File: src/rtl/branch_pkg.sv
// Shared definitions for the branch resolution / prediction unit:
// funct3 branch encodings, counter reset value and BHT index helper.
package branch_pkg;

  localparam logic [2:0] F3_BEQ  = 3'b000;
  localparam logic [2:0] F3_BNE  = 3'b001;
  localparam logic [2:0] F3_BLT  = 3'b100;
  localparam logic [2:0] F3_BGE  = 3'b101;
  localparam logic [2:0] F3_BLTU = 3'b110;
  localparam logic [2:0] F3_BGEU = 3'b111;

  // Widest PC the index helper accepts; callers zero-extend into this.
  localparam int PC_MAX_W = 64;

  // Weakly-not-taken: MSB clear, all lower bits set (0 for a 1-bit counter).
  function automatic logic [31:0] ctr_reset(input int w);
    return (32'd1 << (w - 1)) - 32'd1;
  endfunction

  // Word-aligned PC bits [idx_w+1:2] select the BHT entry.
  function automatic logic [31:0] bht_idx(input logic [PC_MAX_W-1:0] pc, input int idx_w);
    logic [PC_MAX_W-1:0] sh;
    sh = pc >> 2;
    return sh[31:0] & ((32'd1 << idx_w) - 32'd1);
  endfunction

endpackage

File: src/rtl/branch_predict_unit_sat_counter.sv
// Combinational saturating up/down step: computes the next value of a
// counter without wrapping past zero or all-ones.
module sat_counter #(
  parameter int W = 2
) (
  input  logic [W-1:0] cnt_i,
  input  logic         en_i,
  input  logic         inc_i,
  input  logic         dec_i,
  input  logic         clr_i,
  output logic [W-1:0] cnt_o
);

  // Clear wins, then a single-direction step that holds at the rails.
  always_comb begin
    cnt_o = cnt_i;
    if (clr_i) begin
      cnt_o = '0;
    end else if (en_i) begin
      if (inc_i && !dec_i && (cnt_i != '1)) begin
        cnt_o = cnt_i + W'(1);
      end else if (dec_i && !inc_i && (cnt_i != '0)) begin
        cnt_o = cnt_i - W'(1);
      end
    end
  end

endmodule

File: src/rtl/branch_predict_unit.sv
// Branch resolution in EX from ALU flags, misprediction flagging, a BHT of
// saturating counters read by IF, and saturating performance counters.
module branch_predict_unit
  import branch_pkg::*;
#(
  parameter int BHT_ENTRIES = 64,
  parameter int CTR_W       = 2,
  parameter int PC_W        = 32,
  parameter int CNT_W       = 32
) (
  input  logic             clk,
  input  logic             rst_n,
  input  logic [PC_W-1:0]  if_pc,
  output logic             if_pred_taken,
  input  logic             ex_valid,
  input  logic [PC_W-1:0]  ex_pc,
  input  logic [2:0]       ex_funct3,
  input  logic             ex_pred_taken,
  input  logic             zf,
  input  logic             sf,
  input  logic             vf,
  input  logic             cf,
  output logic             ex_taken,
  output logic             ex_mispredict,
  output logic             ex_illegal,
  output logic [CNT_W-1:0] br_count,
  output logic [CNT_W-1:0] mispred_count
);

  localparam int IDX_W = $clog2(BHT_ENTRIES);
  localparam logic [CTR_W-1:0] CTR_RESET = CTR_W'(ctr_reset(CTR_W));

  logic [CTR_W-1:0]    bht_q [BHT_ENTRIES];
  logic [CNT_W-1:0]    br_q, br_d;
  logic [CNT_W-1:0]    mis_q, mis_d;
  logic [PC_MAX_W-1:0] if_pc_ext, ex_pc_ext;
  logic [IDX_W-1:0]    if_idx, ex_idx;
  logic [CTR_W-1:0]    bht_upd;
  logic                cond, type_ok, legal;

  // Zero-extend both PCs and derive their BHT indices.
  always_comb begin
    if_pc_ext = '0;
    ex_pc_ext = '0;
    if_pc_ext[PC_W-1:0] = if_pc;
    ex_pc_ext[PC_W-1:0] = ex_pc;
    if_idx = IDX_W'(bht_idx(if_pc_ext, IDX_W));
    ex_idx = IDX_W'(bht_idx(ex_pc_ext, IDX_W));
  end

  // Branch condition from flags; funct3 010/011 are not branch types.
  always_comb begin
    cond    = 1'b0;
    type_ok = 1'b1;
    case (ex_funct3)
      F3_BEQ:  cond = zf;
      F3_BNE:  cond = ~zf;
      F3_BLT:  cond = sf ^ vf;
      F3_BGE:  cond = ~(sf ^ vf);
      F3_BLTU: cond = ~cf;
      F3_BGEU: cond = cf;
      default: type_ok = 1'b0;
    endcase
  end

  assign legal         = ex_valid & type_ok;
  assign ex_taken      = legal & cond;
  assign ex_mispredict = legal & (ex_taken ^ ex_pred_taken);
  assign ex_illegal    = ex_valid & ~type_ok;
  assign if_pred_taken = bht_q[if_idx][CTR_W-1];
  assign br_count      = br_q;
  assign mispred_count = mis_q;

  sat_counter #(.W(CTR_W)) u_bht_step (
    .cnt_i (bht_q[ex_idx]),
    .en_i  (legal),
    .inc_i (ex_taken),
    .dec_i (~ex_taken),
    .clr_i (1'b0),
    .cnt_o (bht_upd)
  );

  sat_counter #(.W(CNT_W)) u_br_cnt (
    .cnt_i (br_q),
    .en_i  (legal),
    .inc_i (1'b1),
    .dec_i (1'b0),
    .clr_i (1'b0),
    .cnt_o (br_d)
  );

  sat_counter #(.W(CNT_W)) u_mis_cnt (
    .cnt_i (mis_q),
    .en_i  (ex_mispredict),
    .inc_i (1'b1),
    .dec_i (1'b0),
    .clr_i (1'b0),
    .cnt_o (mis_d)
  );

  // BHT array: whole-table clear on reset, one entry written per legal resolve.
  always_ff @(posedge clk) begin
    if (!rst_n) begin
      for (int i = 0; i < BHT_ENTRIES; i++) begin
        bht_q[i] <= CTR_RESET;
      end
    end else if (legal) begin
      bht_q[ex_idx] <= bht_upd;
    end
  end

  // Performance counters; reset drops any concurrent resolve.
  always_ff @(posedge clk) begin
    if (!rst_n) begin
      br_q  <= '0;
      mis_q <= '0;
    end else begin
      br_q  <= br_d;
      mis_q <= mis_d;
    end
  end

endmodule

File: config.mk
export PLATFORM = sky130hd
export DESIGN_NAME = branch_predict_unit
export DESIGN_NICKNAME = d
export VERILOG_FILES = /design/src/rtl/branch_pkg.sv /design/src/rtl/branch_predict_unit_sat_counter.sv /design/src/rtl/branch_predict_unit.sv
export SDC_FILE = /design/constraint.sdc
export NUM_CORES = 1
export LEC_CHECK = 0
export ABC_AREA = 1
export CORE_UTILIZATION = 54
export CTS_CLUSTER_DIAMETER = 40
export DETAILED_ROUTE_END_ITERATION = 10
export PLACE_DENSITY = 0.76
export SLEW_MARGIN = 5
export SYNTH_ARGS = -nofsm -noshare
export SYNTH_HDL_FRONTEND = slang
export SYNTH_SLANG_ARGS = --single-unit
File: constraint.sdc
create_clock -name clk -period 3.8 [get_ports clk]
set_clock_uncertainty 0.15 [all_clocks]
set_input_delay 0.95 -clock clk [delete_from_list [all_inputs] [get_ports clk]]
set_output_delay 0.95 -clock clk [all_outputs]
set_load 0.01 [all_outputs]
* Yosys cells after proc, flatten, opt, wreduce, memory -nomap -nowiden
Memory sizes are Yosys's and may differ from the RTL's.
Index checks and enable logic that the tools add are counted.
** Cells by class
- Muxes and demuxes :: 12
- Bitwise logic cells :: 11
- Reduce and logical (&&, ||, !) cells :: 10
- Equality and inequality tests :: 8
- Add/sub/neg operators :: 4
** Operators by type and width (number)
- adder 32 x 1 -> 32 bit (second input constant) :: 2
- != test 32 bit (second input constant) :: 2
- equality test 3 bit (second input constant) :: 4
- 2-to-1 mux 2 bit :: 4
- 2-to-1 mux 1 bit :: 6
- 2-to-1 mux 6 bit :: 1
- one-hot mux 1 bit (6 select lines) :: 1
- OR reduction 6 bit :: 1
- NOT 1 bit :: 5
- AND 1 bit :: 4
- AND reduction 2 bit :: 2
- equality test 3 x 1 -> 1 bit (second input constant) :: 1
- logical AND 1 bit :: 3
- logical NOT 3 bit :: 1
- adder 2 x 1 -> 2 bit (second input constant) :: 1
- != test 2 bit (second input constant) :: 1
- nonzero test 2 bit :: 1
- OR reduction 2 bit :: 1
- subtractor 2 x 1 -> 2 bit (second input constant) :: 1
- XOR 1 bit :: 2
- logical NOT 1 bit :: 1
** Storage, ports and cells
- Input port bits :: 75
- RAM bits :: 128
- Output and inout port bits :: 68
- Logic and storage cells :: 48
- Memories :: 1
- Register bits :: 64
** Memory list
- bht_q :: words 64, width 2, read ports 2, clocked after Yosys merged registers in 0, write ports 64, RTL line branch_predict_unit.sv:33 : logic [CTR_W-1:0] bht_q [BHT_ENTRIES];

* Depth between registers and ports, before layout
- Depth in word-level cells :: 12
- Gate-level depth with buffers :: 23
- Mapped depth without buffers :: 20

* Hierarchy
Synthesis repeated with hierarchy kept, for this count alone.
** Second synthesis, totals
- Cells, all modules :: 2254
- Area total of the unflattened synthesis :: 13938.4 µm²
** By module, submodules not included
- branch_predict_unit :: seq. area each 5124.9 µm², times used 1, cells an instance 1225, area each 9321.4 µm²
- sat_counter at u_mis_cnt :: seq. area each 0.0 µm², times used 1, cells an instance 505, area each 2308.5 µm²
- sat_counter at u_br_cnt :: seq. area each 0.0 µm², times used 1, cells an instance 499, area each 2180.8 µm²
- sat_counter at u_bht_step :: seq. area each 0.0 µm², times used 1, cells an instance 25, area each 127.6 µm²

* Worst setup path before layout
Ideal clock, no wire load.
- Path kind :: input-to-reg
- From :: input ex_pc[4]
- To :: memory bht_q[10][1] (data pin)
- Buffers on the path :: 2
- Arrival :: 3.007 ns
- Stages :: 22
- Required time :: 3.504 ns
- Path slack :: 0.497 ns
- Setup time :: 0.146 ns
- Path through :: buf_4 -> inv_2 -> nand2_1 -> nor2_2 -> nand2_1 -> nand2_1 -> inv_1 -> nand4_1 -> nand2_1 -> nand2_1 -> nor2_1 -> nand2_2 -> inv_1 -> ha_1 -> inv_1 -> nand3_1 -> nand2_1 -> inv_1 -> nand2_1 -> nand3_4 -> buf_6 -> a21oi_1
** RTL lines
- start: declaration :: RTL line branch_predict_unit.sv:16 : input logic [PC_W-1:0] ex_pc,
- end: declaration :: RTL line branch_predict_unit.sv:33

* Worst setup path in the final report
- From :: input if_pc[2]
- To :: output if_pred_taken
** On the way
- Word-level cells in the longest chain between the ends :: 1
** RTL lines
- start: declaration :: RTL line branch_predict_unit.sv:13 : input logic [PC_W-1:0] if_pc,
- memory read (64 x 2 bit)
- end: declaration :: RTL line branch_predict_unit.sv:14 : output logic if_pred_taken,
No other way between the ends.

==> results_dict.tcl <==
set metrics [dict create \
    drc 0 \
    syn_to_final_growth_pct 21.7 \
    p_clk_frac 0.381 \
    grt_pass1_vias 9993 \
    worstPathCellList "dlygate4sd2_1, inv_1, buf_12, buf_12, nor2_1, o21ai_0, o21ai_0, o221ai_1, nand3b_1, nand2_1, clkdlybuf4s15_2" \
    met1_length_mm 12.7 \
    cts_buffers 17 \
    viasPerCell 5.48 \
    setup_slack_ps 102 \
    p_int_mw 3.52 \
    ys_types 42 \
    rows 52 \
    die_y_um 146 \
    syn_area_mm2 0.0111 \
    synth_area_per_cell_um2 7.26 \
    synth_area_leaders "edfxtp_1, nand2_1, dfxtp_1, nor2_1, inv_1" \
    dieArea_mm2 0.0212 \
    min_period_ps 3700 \
    status "complete, no violations" \
    post-synth-top-count-cell "nand2_1" \
    grt_antenna_before_repair 0 \
    synth_seq_cells 192 \
    grt_setup_unrepaired "false" \
    synthArstFlopShare 0 \
    end_kind "primary output" \
    insertedDiodeCount 0 \
    crit_path_top_delay_cell "dlygate4sd2_1" \
    clkLatencyLatePin_ps 440 \
    cap_violations 0 \
    start_util 0.550 \
    synth_top_area_frac 0.345 \
    cp.arrival_ps 2600 \
    slew_headroom 0.340 \
    hold_ws_ps 346 \
    cts.sinks 192 \
    critPathKind "in -> out" \
    clock_tree.root_cell "clkbuf_16" \
    synth_edf_count 128 \
    syn_nets 1612 \
    dr.pass1.iters 7 \
    drt-initial-drc-count 947 \
    yosysWarnings 0 \
    seq_power_share 0.471 \
    switchingPower_mw 1.30 \
    drv_slew 0 \
    port_buffers 90 \
    place_ws_ps -630 \
    tightestPinTransition_ps 990 \
    power.density_mw_per_mm2 356 \
    vias 10717 \
    peakVddDrop_uv 336 \
    dpl.hpwl_mm 22.6 \
    hold_viol 0 \
    hold_class "reg -> reg" \
    leakage_nw 5.04 \
    yosysTopAreaCell "edfxtp_1" \
    grt.total_usage 0.299 \
    drive_above_1_share 0.0992 \
    crit_fanout 18 \
    netlist_instances 1533 \
    synth_ff_type "edfxtp_1" \
    coreArea_mm2 0.0202 \
    ant_nets 0 \
    drt-total-wl_mm 32.1 \
    htree_levels 4 \
    layout.nets 1750 \
    rrSetupSlack_ps 880 \
    slowest_delay_ps 250 \
    p_comb_frac 0.147 \
    gp_congestion 1.05 \
    finalSetupViolCount 0 \
    finalCritPeriodShare 0.973 \
    cp_data_required_time_ps 2700 \
    seq_area_frac_synth 0.460 \
    hold_buffers 0 \
    sw_frac_of_total 0.270 \
    highest_layer "met4" \
    wl_met3_mm 3.16 \
    ioPinCount 143 \
    cp-start-kind "input port" \
    grt-ovfl-total 0 \
    grt_pass1_wl_mm 50.1 \
    wl_met2_mm 15.3 \
    yosys-top-cells-count "nand2_1, nor2_1, inv_1" \
    fmax_mhz 270 \
    tritoncts "built" \
    avgRoutedWirePerCell_um 16.4 \
    grt_max_degree 87 \
    ctsLongestPathBuffers 2 \
    path_clk_slew_ps 70 \
    die_w_um 146 \
]
==> worst max-delay path: cells and delay by family <==
| family | cells | cell delay, ps |
|---|---|---|
| AOI/OAI and AO/OA | 3 | 540 |
| and+or+nand+nor | 3 | 230 |
| buffers and inverters | 5 | 870 |
==> cells in the final DEF, fill, tap and decap left out, drive strengths merged, types with 2 or more instances in the layout <==
cell and instances:
a21oi 128, a22oi 9, and3 2, buf 87
clkbuf 27, clkdlybuf4s50 79, clkinv 7, dfxtp 64
dlygate4sd2 4, dlymetal6s2s 2, edfxtp 128, ha 4
inv 192, nand2 496, nand3 34, nand3b 5
nand4 25, nor2 196, nor3 43, nor4 10
o211ai 6, o21a 4, o21ai 77, o221ai 2
o22ai 8, or2 4, xnor2 6, xor2 28
==> power groups by stage <==
stage | registers [mW] | logic, mW | clock network [mW]
6_report | 2.28 | 0.711 | 1.84
5_1_grt | 2.28 | 0.762 | 1.93
4_1_cts | 2.28 | 0.667 | 1.86
3_5_place_dp | 2.32 | 0.664 | 0
3_3_place_gp | 2.32 | 0.656 | 0
2_1_floorplan | 2.31 | 0.403 | 0
==> layer usage <==
layer  up-vias  track usage
li1       5241            -
met1      4861        0.383
met2       554        0.499
met3        61       0.0605
met4         0        0.118
met5         -            0
==> path summary, 6_finish.rpt <==
kind                                                      from                             end  depth (start not counted)
worst min register to register  mispred_count[30]$_SDFFE_PN0P_  mispred_count[30]$_SDFFE_PN0P_                          2
worst max register to register       bht_q[4][0]$_SDFFCE_PN1P_      bht_q[10][1]$_SDFFCE_PN0P_                         17
worst min-delay path            mispred_count[30]$_SDFFE_PN0P_  mispred_count[30]$_SDFFE_PN0P_                          2
worst max-delay path                                  if_pc[2]                   if_pred_taken                         11
==> cell families after synthesis <==
| group | synth area share |
|---|---|
| compound gates | 0.114 |
| xor+xnor | 0.0268 |
| buf+inv | 0.0937 |
| flops | 0.460 |
| fa+ha+maj | 0.00450 |
| simple gates | 0.301 |
==> area by class of cell <==
class | instances | area (um2)
clock inverters | 10 | 82.6
inverters | 190 | 718
fillers | 1685 | 6690
well taps | 270 | 338
multi-input cells | 1092 | 5040
clock buffers | 22 | 518
repair buffers | 178 | 1720
flip-flops and latches | 192 | 5120
==> per-stage QoR <==
stage | std cells | power (mW) | cell area (um2) | util | TNS (ps)
2_1_floorplan | 1533 | 2.71 | 11100 | - | 0
3_3_place_gp | 1917 | 2.98 | 12800 | 0.633 | -73420
3_5_place_dp | 1917 | 2.99 | 12800 | 0.633 | -75280
4_1_cts | 1950 | 4.80 | 13400 | 0.664 | -12.5
5_1_grt | 1954 | 4.97 | 13500 | 0.670 | 0
6_report | 1954 | 4.83 | 13500 | 0.670 | 0
==> flip-flops by register name, summed over array words and instances (netlist names) <==
register / cells
mispred_count: 32
bht_q: 128
br_count: 32
==> what timing repair did <==
item                                   CTS  global route
pin swaps                                2             7
gates resized for setup                 20            26
cloned                                   0             3
buffers inserted                         1             1
endpoints found under the hold margin    0             0
setup endpoints to repair              131           115
No activity file was read; power rests on OpenSTA's default activity.
